==> config.mk <==
export PLATFORM = sky130hd
export DESIGN_NAME = pwr_rst_seq
export DESIGN_NICKNAME = d
export VERILOG_FILES = /design/src/rtl/pwr_rst_seq.sv
export SDC_FILE = /design/constraint.sdc
export NUM_CORES = 1
export LEC_CHECK = 0
export ABC_CLOCK_PERIOD_IN_PS = 2260
export BUFFER_PORTS_ARGS = -buffer_cell sky130_fd_sc_hd__clkbuf_2
export CORE_ASPECT_RATIO = 0.6
export CORE_UTILIZATION = 25
export DETAILED_ROUTE_END_ITERATION = 8
export GPL_TIMING_DRIVEN = 1
export PLACE_DENSITY_LB_ADDON = 0.3
export SYNTH_ARGS = -nofsm -noshare
export SYNTH_HDL_FRONTEND = slang
export SYNTH_SLANG_ARGS = --single-unit
export TNS_END_PERCENT = 1
==> constraint.sdc <==
create_clock -name clk -period 2.26 [get_ports clk]
set_clock_uncertainty 0.05 [all_clocks]
set_input_delay 0.452 -clock clk [delete_from_list [all_inputs] [get_ports clk]]
set_output_delay 0.452 -clock clk [all_outputs]
set_load 0.05 [all_outputs]
==> src/rtl/pwr_rst_seq.sv <==
// -----------------------------------------------------------------------------
// pwr_rst_seq
//
// Power-on reset sequencer. Holds CH_NUM active-low reset outputs low until the
// PLL reports lock and a power-on delay has elapsed. It then releases the
// channels one at a time, bit 0 first, with a fixed gap between channels. The
// whole sequence restarts on PLL lock loss or on a soft reset request.
//
// Optional feature (macro PWR_RST_WDOG_EN):
//   Adds the wdog_kick input and a watchdog. While in RUN, the watchdog counts
//   cycles since the last kick. When it reaches WDOG_TIMEOUT, the sequence
//   restarts as if a soft reset request had pulsed once. Without the macro
//   there is no wdog_kick port, no watchdog logic, and WDOG_TIMEOUT is ignored.
//
// Parameters:
//   MAIN_CLOCK_PERIOD  clk period in ns
//   PWR_RST_DELAY      power-on delay after lock, ns (truncated to whole cycles)
//   CH_STEP_DELAY      gap between channel releases, ns (truncated to cycles)
//   CH_NUM             number of reset outputs, 1..16
//   WDOG_TIMEOUT       watchdog timeout in clk cycles (watchdog builds only)
//
// Ports:
//   clk           in   1       main clock
//   rst           in   1       synchronous, active-low reset
//   locked        in   1       PLL lock, asynchronous (2-flop synchronised)
//   soft_rst_req  in   1       soft reset request, asynchronous level (2-flop)
//   wdog_kick     in   1       watchdog kick, clk-synchronous (watchdog only)
//   rst_out       out  CH_NUM  per-channel active-low reset, bit 0 first
//   done          out  1       all channels released, sequencer in RUN
// -----------------------------------------------------------------------------
module pwr_rst_seq #(
   parameter int unsigned MAIN_CLOCK_PERIOD = 7,
   parameter int unsigned PWR_RST_DELAY     = 100000000,
   parameter int unsigned CH_STEP_DELAY     = 1000,
   parameter int unsigned CH_NUM            = 4,
   parameter int unsigned WDOG_TIMEOUT      = 1000000
) (
   input  logic              clk,
   input  logic              rst,
   input  logic              locked,
   input  logic              soft_rst_req,
`ifdef PWR_RST_WDOG_EN
   input  logic              wdog_kick,
`endif
   output logic [CH_NUM-1:0] rst_out,
   output logic              done
);

   localparam logic [31:0] DELAY_CYCLES = 32'(PWR_RST_DELAY / MAIN_CLOCK_PERIOD);
   localparam logic [31:0] STEP_CYCLES  = 32'(CH_STEP_DELAY / MAIN_CLOCK_PERIOD);
   // Terminal counts. They wrap when the cycle count is zero, but the
   // zero-length cases are decoded separately and never compare against them.
   localparam logic [31:0] DELAY_LAST   = DELAY_CYCLES - 32'd1;
   localparam logic [31:0] STEP_LAST    = STEP_CYCLES - 32'd1;

   typedef enum logic [2:0] {
      IDLE      = 3'd0,
      WAIT_LOCK = 3'd1,
      PWR_DELAY = 3'd2,
      RELEASE   = 3'd3,
      RUN       = 3'd4
   } state_t;

   state_t              state_q, state_d;
   logic [31:0]         cnt_q, cnt_d;
   logic [CH_NUM-1:0]   rst_out_q, rst_out_d;
   logic                done_q, done_d;

   logic                locked_meta_q, locked_s_q;
   logic                req_meta_q, req_s_q;

   logic                wdog_to;
   logic                active;
   logic                lock_lost;
   logic                restart;
   logic                start_rel;

   // Releases the next channel. Released channels stay released, so the
   // release pattern is a thermometer code that grows upwards from bit 0.
   function automatic logic [CH_NUM-1:0] shift_in_one(input logic [CH_NUM-1:0] v);
      logic [CH_NUM-1:0] r;
      r    = '0;
      r[0] = 1'b1;
      for (int i = 1; i < int'(CH_NUM); i++) begin
         r[i] = v[i-1];
      end
      return r;
   endfunction

   // -------------------------------------------------------------------------
   // Input synchronisers (locked, soft_rst_req)
   // -------------------------------------------------------------------------
   always_ff @(posedge clk) begin
      if (!rst) begin
         locked_meta_q <= 1'b0;
         locked_s_q    <= 1'b0;
         req_meta_q    <= 1'b0;
         req_s_q       <= 1'b0;
      end else begin
         locked_meta_q <= locked;
         locked_s_q    <= locked_meta_q;
         req_meta_q    <= soft_rst_req;
         req_s_q       <= req_meta_q;
      end
   end

   // -------------------------------------------------------------------------
   // Watchdog
   // -------------------------------------------------------------------------
`ifdef PWR_RST_WDOG_EN
   localparam logic [31:0] WDOG_LAST = 32'(WDOG_TIMEOUT) - 32'd1;

   logic [31:0] wdog_q, wdog_d;

   // Fires on the cycle that would complete WDOG_TIMEOUT cycles without a kick.
   assign wdog_to = (state_q == RUN) && !wdog_kick && (wdog_q == WDOG_LAST);

   always_comb begin
      wdog_d = '0;
      // Stays at zero outside RUN, including on the edge that leaves RUN.
      if ((state_q == RUN) && (state_d == RUN) && !wdog_kick) begin
         wdog_d = wdog_q + 32'd1;
      end
   end

   always_ff @(posedge clk) begin
      if (!rst) begin
         wdog_q <= '0;
      end else begin
         wdog_q <= wdog_d;
      end
   end
`else
   assign wdog_to = 1'b0;
`endif

   // -------------------------------------------------------------------------
   // Sequencer next-state logic
   // -------------------------------------------------------------------------
   assign active    = (state_q == PWR_DELAY) || (state_q == RELEASE) || (state_q == RUN);
   // Lock loss outranks a soft request, which outranks a watchdog timeout.
   assign lock_lost = active && !locked_s_q;
   assign restart   = active && (req_s_q || wdog_to);

   always_comb begin
      state_d   = state_q;
      cnt_d     = cnt_q;
      rst_out_d = rst_out_q;
      done_d    = done_q;
      start_rel = 1'b0;

      if (lock_lost) begin
         state_d   = WAIT_LOCK;
         cnt_d     = '0;
         rst_out_d = '0;
         done_d    = 1'b0;
      end else if (restart) begin
         // Re-entering PWR_DELAY with cnt cleared. While the request stays
         // high this branch is taken every cycle, so cnt is held at zero.
         state_d   = PWR_DELAY;
         cnt_d     = '0;
         rst_out_d = '0;
         done_d    = 1'b0;
      end else begin
         unique case (state_q)
            IDLE: begin
               state_d   = WAIT_LOCK;
               cnt_d     = '0;
               rst_out_d = '0;
               done_d    = 1'b0;
            end

            WAIT_LOCK: begin
               cnt_d     = '0;
               rst_out_d = '0;
               done_d    = 1'b0;
               if (locked_s_q) begin
                  if (DELAY_CYCLES == 32'd0) begin
                     start_rel = 1'b1;
                  end else begin
                     state_d = PWR_DELAY;
                  end
               end
            end

            PWR_DELAY: begin
               if ((DELAY_CYCLES == 32'd0) || (cnt_q == DELAY_LAST)) begin
                  start_rel = 1'b1;
               end else begin
                  cnt_d = cnt_q + 32'd1;
               end
            end

            RELEASE: begin
               if (cnt_q == STEP_LAST) begin
                  cnt_d     = '0;
                  rst_out_d = shift_in_one(rst_out_q);
                  if (rst_out_d[CH_NUM-1]) begin
                     state_d = RUN;
                     done_d  = 1'b1;
                  end
               end else begin
                  cnt_d = cnt_q + 32'd1;
               end
            end

            RUN: begin
               cnt_d = '0;
            end

            default: begin
               state_d   = IDLE;
               cnt_d     = '0;
               rst_out_d = '0;
               done_d    = 1'b0;
            end
         endcase

         // Release channel 0. With a single channel or a zero step, every
         // channel is released at once and the sequence completes here.
         if (start_rel) begin
            cnt_d = '0;
            if ((CH_NUM == 1) || (STEP_CYCLES == 32'd0)) begin
               rst_out_d = '1;
               done_d    = 1'b1;
               state_d   = RUN;
            end else begin
               rst_out_d    = '0;
               rst_out_d[0] = 1'b1;
               state_d      = RELEASE;
            end
         end
      end
   end

   // -------------------------------------------------------------------------
   // Sequencer state and output registers
   // -------------------------------------------------------------------------
   always_ff @(posedge clk) begin
      if (!rst) begin
         state_q   <= IDLE;
         cnt_q     <= '0;
         rst_out_q <= '0;
         done_q    <= 1'b0;
      end else begin
         state_q   <= state_d;
         cnt_q     <= cnt_d;
         rst_out_q <= rst_out_d;
         done_q    <= done_d;
      end
   end

   assign rst_out = rst_out_q;
   assign done    = done_q;

endmodule

==> flow_summary.json <==
{
  "status": "completed",
  "path_cells": "ha_1, nor4b_1, and4_1, a21oi_1, o211a_1, o311a_1",
  "cts.repair.resized": 0,
  "synth_area_leaders": "dfxtp_1, xnor2_1, nor2_1",
  "cp-start-kind": "flop",
  "p_int_mw": 1.24,
  "postCtsSetupBuffers": 0,
  "layout.nets": 269,
  "seq_area_frac_synth_pct": 40.7,
  "synth.cell_area_sq_um": 2160,
  "hold_buffers": 0,
  "synth.area.mux_share_pct": 0,
  "root_buffer": "clkbuf_16",
  "crit_fanout": 7,
  "avgRoutedWirePerCell_um": 13.1,
  "synth.most_common_cell": "dfxtp_1",
  "required_ps": 2380,
  "crit_start": "cnt_q[0]",
  "dpl.cell_count": 364,
  "start_util_pct": 26.6,
  "place_hpwl_mm": 3.50,
  "synth_xor_area_share_pct": 12.6,
  "synthesis.nets": 255,
  "pwr_density_cell_nw_per_um2": 637,
  "clock_sinks": 44,
  "gp_congestion": 0.745,
  "area_delta_synth_final_pct": 16.2,
  "timing.final.crit_share_pct": 92.9,
  "clk_path_buf_depth": 2,
  "max_freq_mhz": 476,
  "grt-ovfl-total": 0,
  "die_h_um": 74.0,
  "drc": 0,
  "p_switching_mw": 0.357,
  "synth-edff-count": 0,
  "tns_ps": 0,
  "clkTransAtPathRegs_ps": 60,
  "worstMarginPinSlew_ps": 594,
  "first_iter_violations": 122,
  "synthAdderAreaFrac_pct": 1.16,
  "arrival_ps": 2220,
  "clkLatencyLatePin_ps": 290,
  "die-area_sq_um": 9040,
  "drv_slew": 0,
  "cts-buffers-inserted": 5,
  "r2r_cells": 6,
  "final_cells": 372,
  "hp-start": "locked",
  "routed_via_density": 4.55,
  "endpoint": "state_q[0]",
  "grt_pass1_vias": 1505,
  "synth-main-ff-cell": "dfxtp_1",
  "ir_drop_mv": 0.248,
  "rows": 25,
  "finalWirelength_mm": 4.88,
  "period_needed_ps": 2100,
  "grt_max_degree": 33,
  "comb_power_share_pct": 3.8,
  "cp_slowest_cell": "dfxtp_1",
  "critical_path_class": "flop to flop",
  "synthCells": 249,
  "p_leak_nw": 0.836,
  "cts_max_level": 2,
  "finalPower_mw": 1.60,
  "synth_seq_cells": 44,
  "synth_top_area_cell": "dfxtp_1",
  "die_w_um": 122,
  "synth.avg_cell_area_sq_um": 8.68,
  "antenna_left": 0,
  "hp-class": "primary input to flop",
  "yosys_warnings": 0,
  "first_pass_iters": 4,
  "yosysTopAreaCellShare_pct": 40.7,
  "crit_path_max_incr_delay_ps": 410,
  "clock_power_share_pct": 46.9,
  "via_count": 1694,
  "synth_compound_area_share_pct": 7.75,
  "synthSimpleGateAreaFrac_pct": 34.3,
  "core_area_sq_um": 8130,
  "diodes": 0,
  "synth.distinct_cells": 42,
  "portBuffers": 8,
  "worst_r2r_startpoint": "cnt_q[0]",
  "ys_top_cells_by_count": "dfxtp_1, nor2_1, xnor2_1",
  "ios": 9,
  "grt_pass1_wl_mm": 8.17,
  "holdWs_ps": 317,
  "cts_tree": "done",
  "relSlewSlack_pct": 60.4,
  "p_sw_share_pct": 22.3,
  "endpoint_kind": "flop",
  "global_route.usage.total_pct": 11.9,
  "p_seq_share_pct": 49.3,
  "reg2reg_slack_ps": 160,
  "r2r-end": "state_q[0]",
  "synth_top_family_by_area": "simple AND/OR/NAND/NOR gates",
  "finalHoldViolations": 0,
  "rsz0062_at_grt": "false",
  "antenna_found_initial": 0,
  "synthArstFlopShare_pct": 0,
  "layout-drive-gt1-share_pct": 12.5,
  "setup_violations": 0,
  "maxCapViolations": 0
}
==> flip-flops by register name (all words and copies together) (netlist names) <==
| register | count |
|---|---|
| cnt_q | 32 |
| done | 1 |
| locked_meta_q | 1 |
| locked_s_q | 1 |
| req_meta_q | 1 |
| req_s_q | 1 |
| rst_out | 4 |
| state_q | 3 |
==> cell type report <==
| cell class | count | area (sq um) |
|---|---|---|
| clock buffers | 6 | 139 |
| multi-input cells | 189 | 1200 |
| clock inverters | 2 | 10.0 |
| well taps | 108 | 135 |
| repair buffers | 17 | 120 |
| inverters | 6 | 22.5 |
| flip-flops and latches | 44 | 881 |
| fillers | 876 | 5620 |
==> layer usage <==
layer	up-vias	global-route usage (%)	share of wire, %
met5	-	0	0
li1	904	-	-
met2	18	14.2	33
met1	765	19.2	63
met4	0	3.66	1.0
met3	7	3.53	3.7
==> cells in the final DEF (no fill, tap or decap), types with 4 or more instances in the layout <==
master | synthesis | layout
a21oi_1 | 7 | 7
nor2_1 | 40 | 40
and4_1 | 5 | 5
nor3_1 | 6 | 6
clkbuf_2 | 0 | 8
nand3_1 | 14 | 14
dfxtp_1 | 44 | 44
buf_4 | 0 | 8
nor4_1 | 9 | 9
a31oi_1 | 4 | 4
xnor2_1 | 20 | 20
nand2_1 | 19 | 19
o21ai_0 | 5 | 5
and2_1 | 9 | 9
clkbuf_16 | 0 | 5
xor2_1 | 11 | 11
nand4_1 | 6 | 6
and3_1 | 5 | 5
inv_1 | 6 | 6
==> worst min path at each step <==
| stage | endpoint | slack (ps) | cells after the start |
|---|---|---|---|
| final | locked_meta_q | 320 | 2 |
| after global routing | locked_meta_q | 320 | 2 |
| after CTS | locked_meta_q | 310 | 2 |
| after detailed placement | locked_s_q | 370 | 1 |
| after global placement | locked_s_q | 370 | 1 |
| after floorplan | locked_s_q | 360 | 1 |
==> critical path: cells and delay by family, from the launching register on <==
family / cells / cell delay (ps)
AND/OR/NAND/NOR: 2 / 620
flip-flops: 1 / 410
adder cells (fa/ha/maj): 1 / 170
AO/OA/AOI/OAI: 3 / 740
==> metrics by stage <==
stage	cell area, sq um	utilization, %	setup WS (ps)
4_1_cts	2510	30.9	172
3_3_place_gp	2360	29.1	139
5_1_grt	2510	30.9	16.9
3_5_place_dp	2360	29.1	181
2_1_floorplan	2160	-	482
6_report	2510	30.9	160
==> power by group through the flow <==
stage | Clock [mW] | Sequential (mW) | Combinational, mW
2_1_floorplan | 0 | 0.803 | 0.0440
3_3_place_gp | 0 | 0.807 | 0.0603
3_5_place_dp | 0 | 0.807 | 0.0600
4_1_cts | 0.761 | 0.789 | 0.0601
5_1_grt | 0.800 | 0.790 | 0.0674
6_report | 0.750 | 0.790 | 0.0606
==> cell families after synthesis <==
family / after synthesis
AO/OA/AOI/OAI: 26
XOR/XNOR: 31
adder cells (fa/ha/maj): 2
buffers and inverters: 16
flip-flops: 44
AND/OR/NAND/NOR: 130
Power figures use the tool's default switching activity.
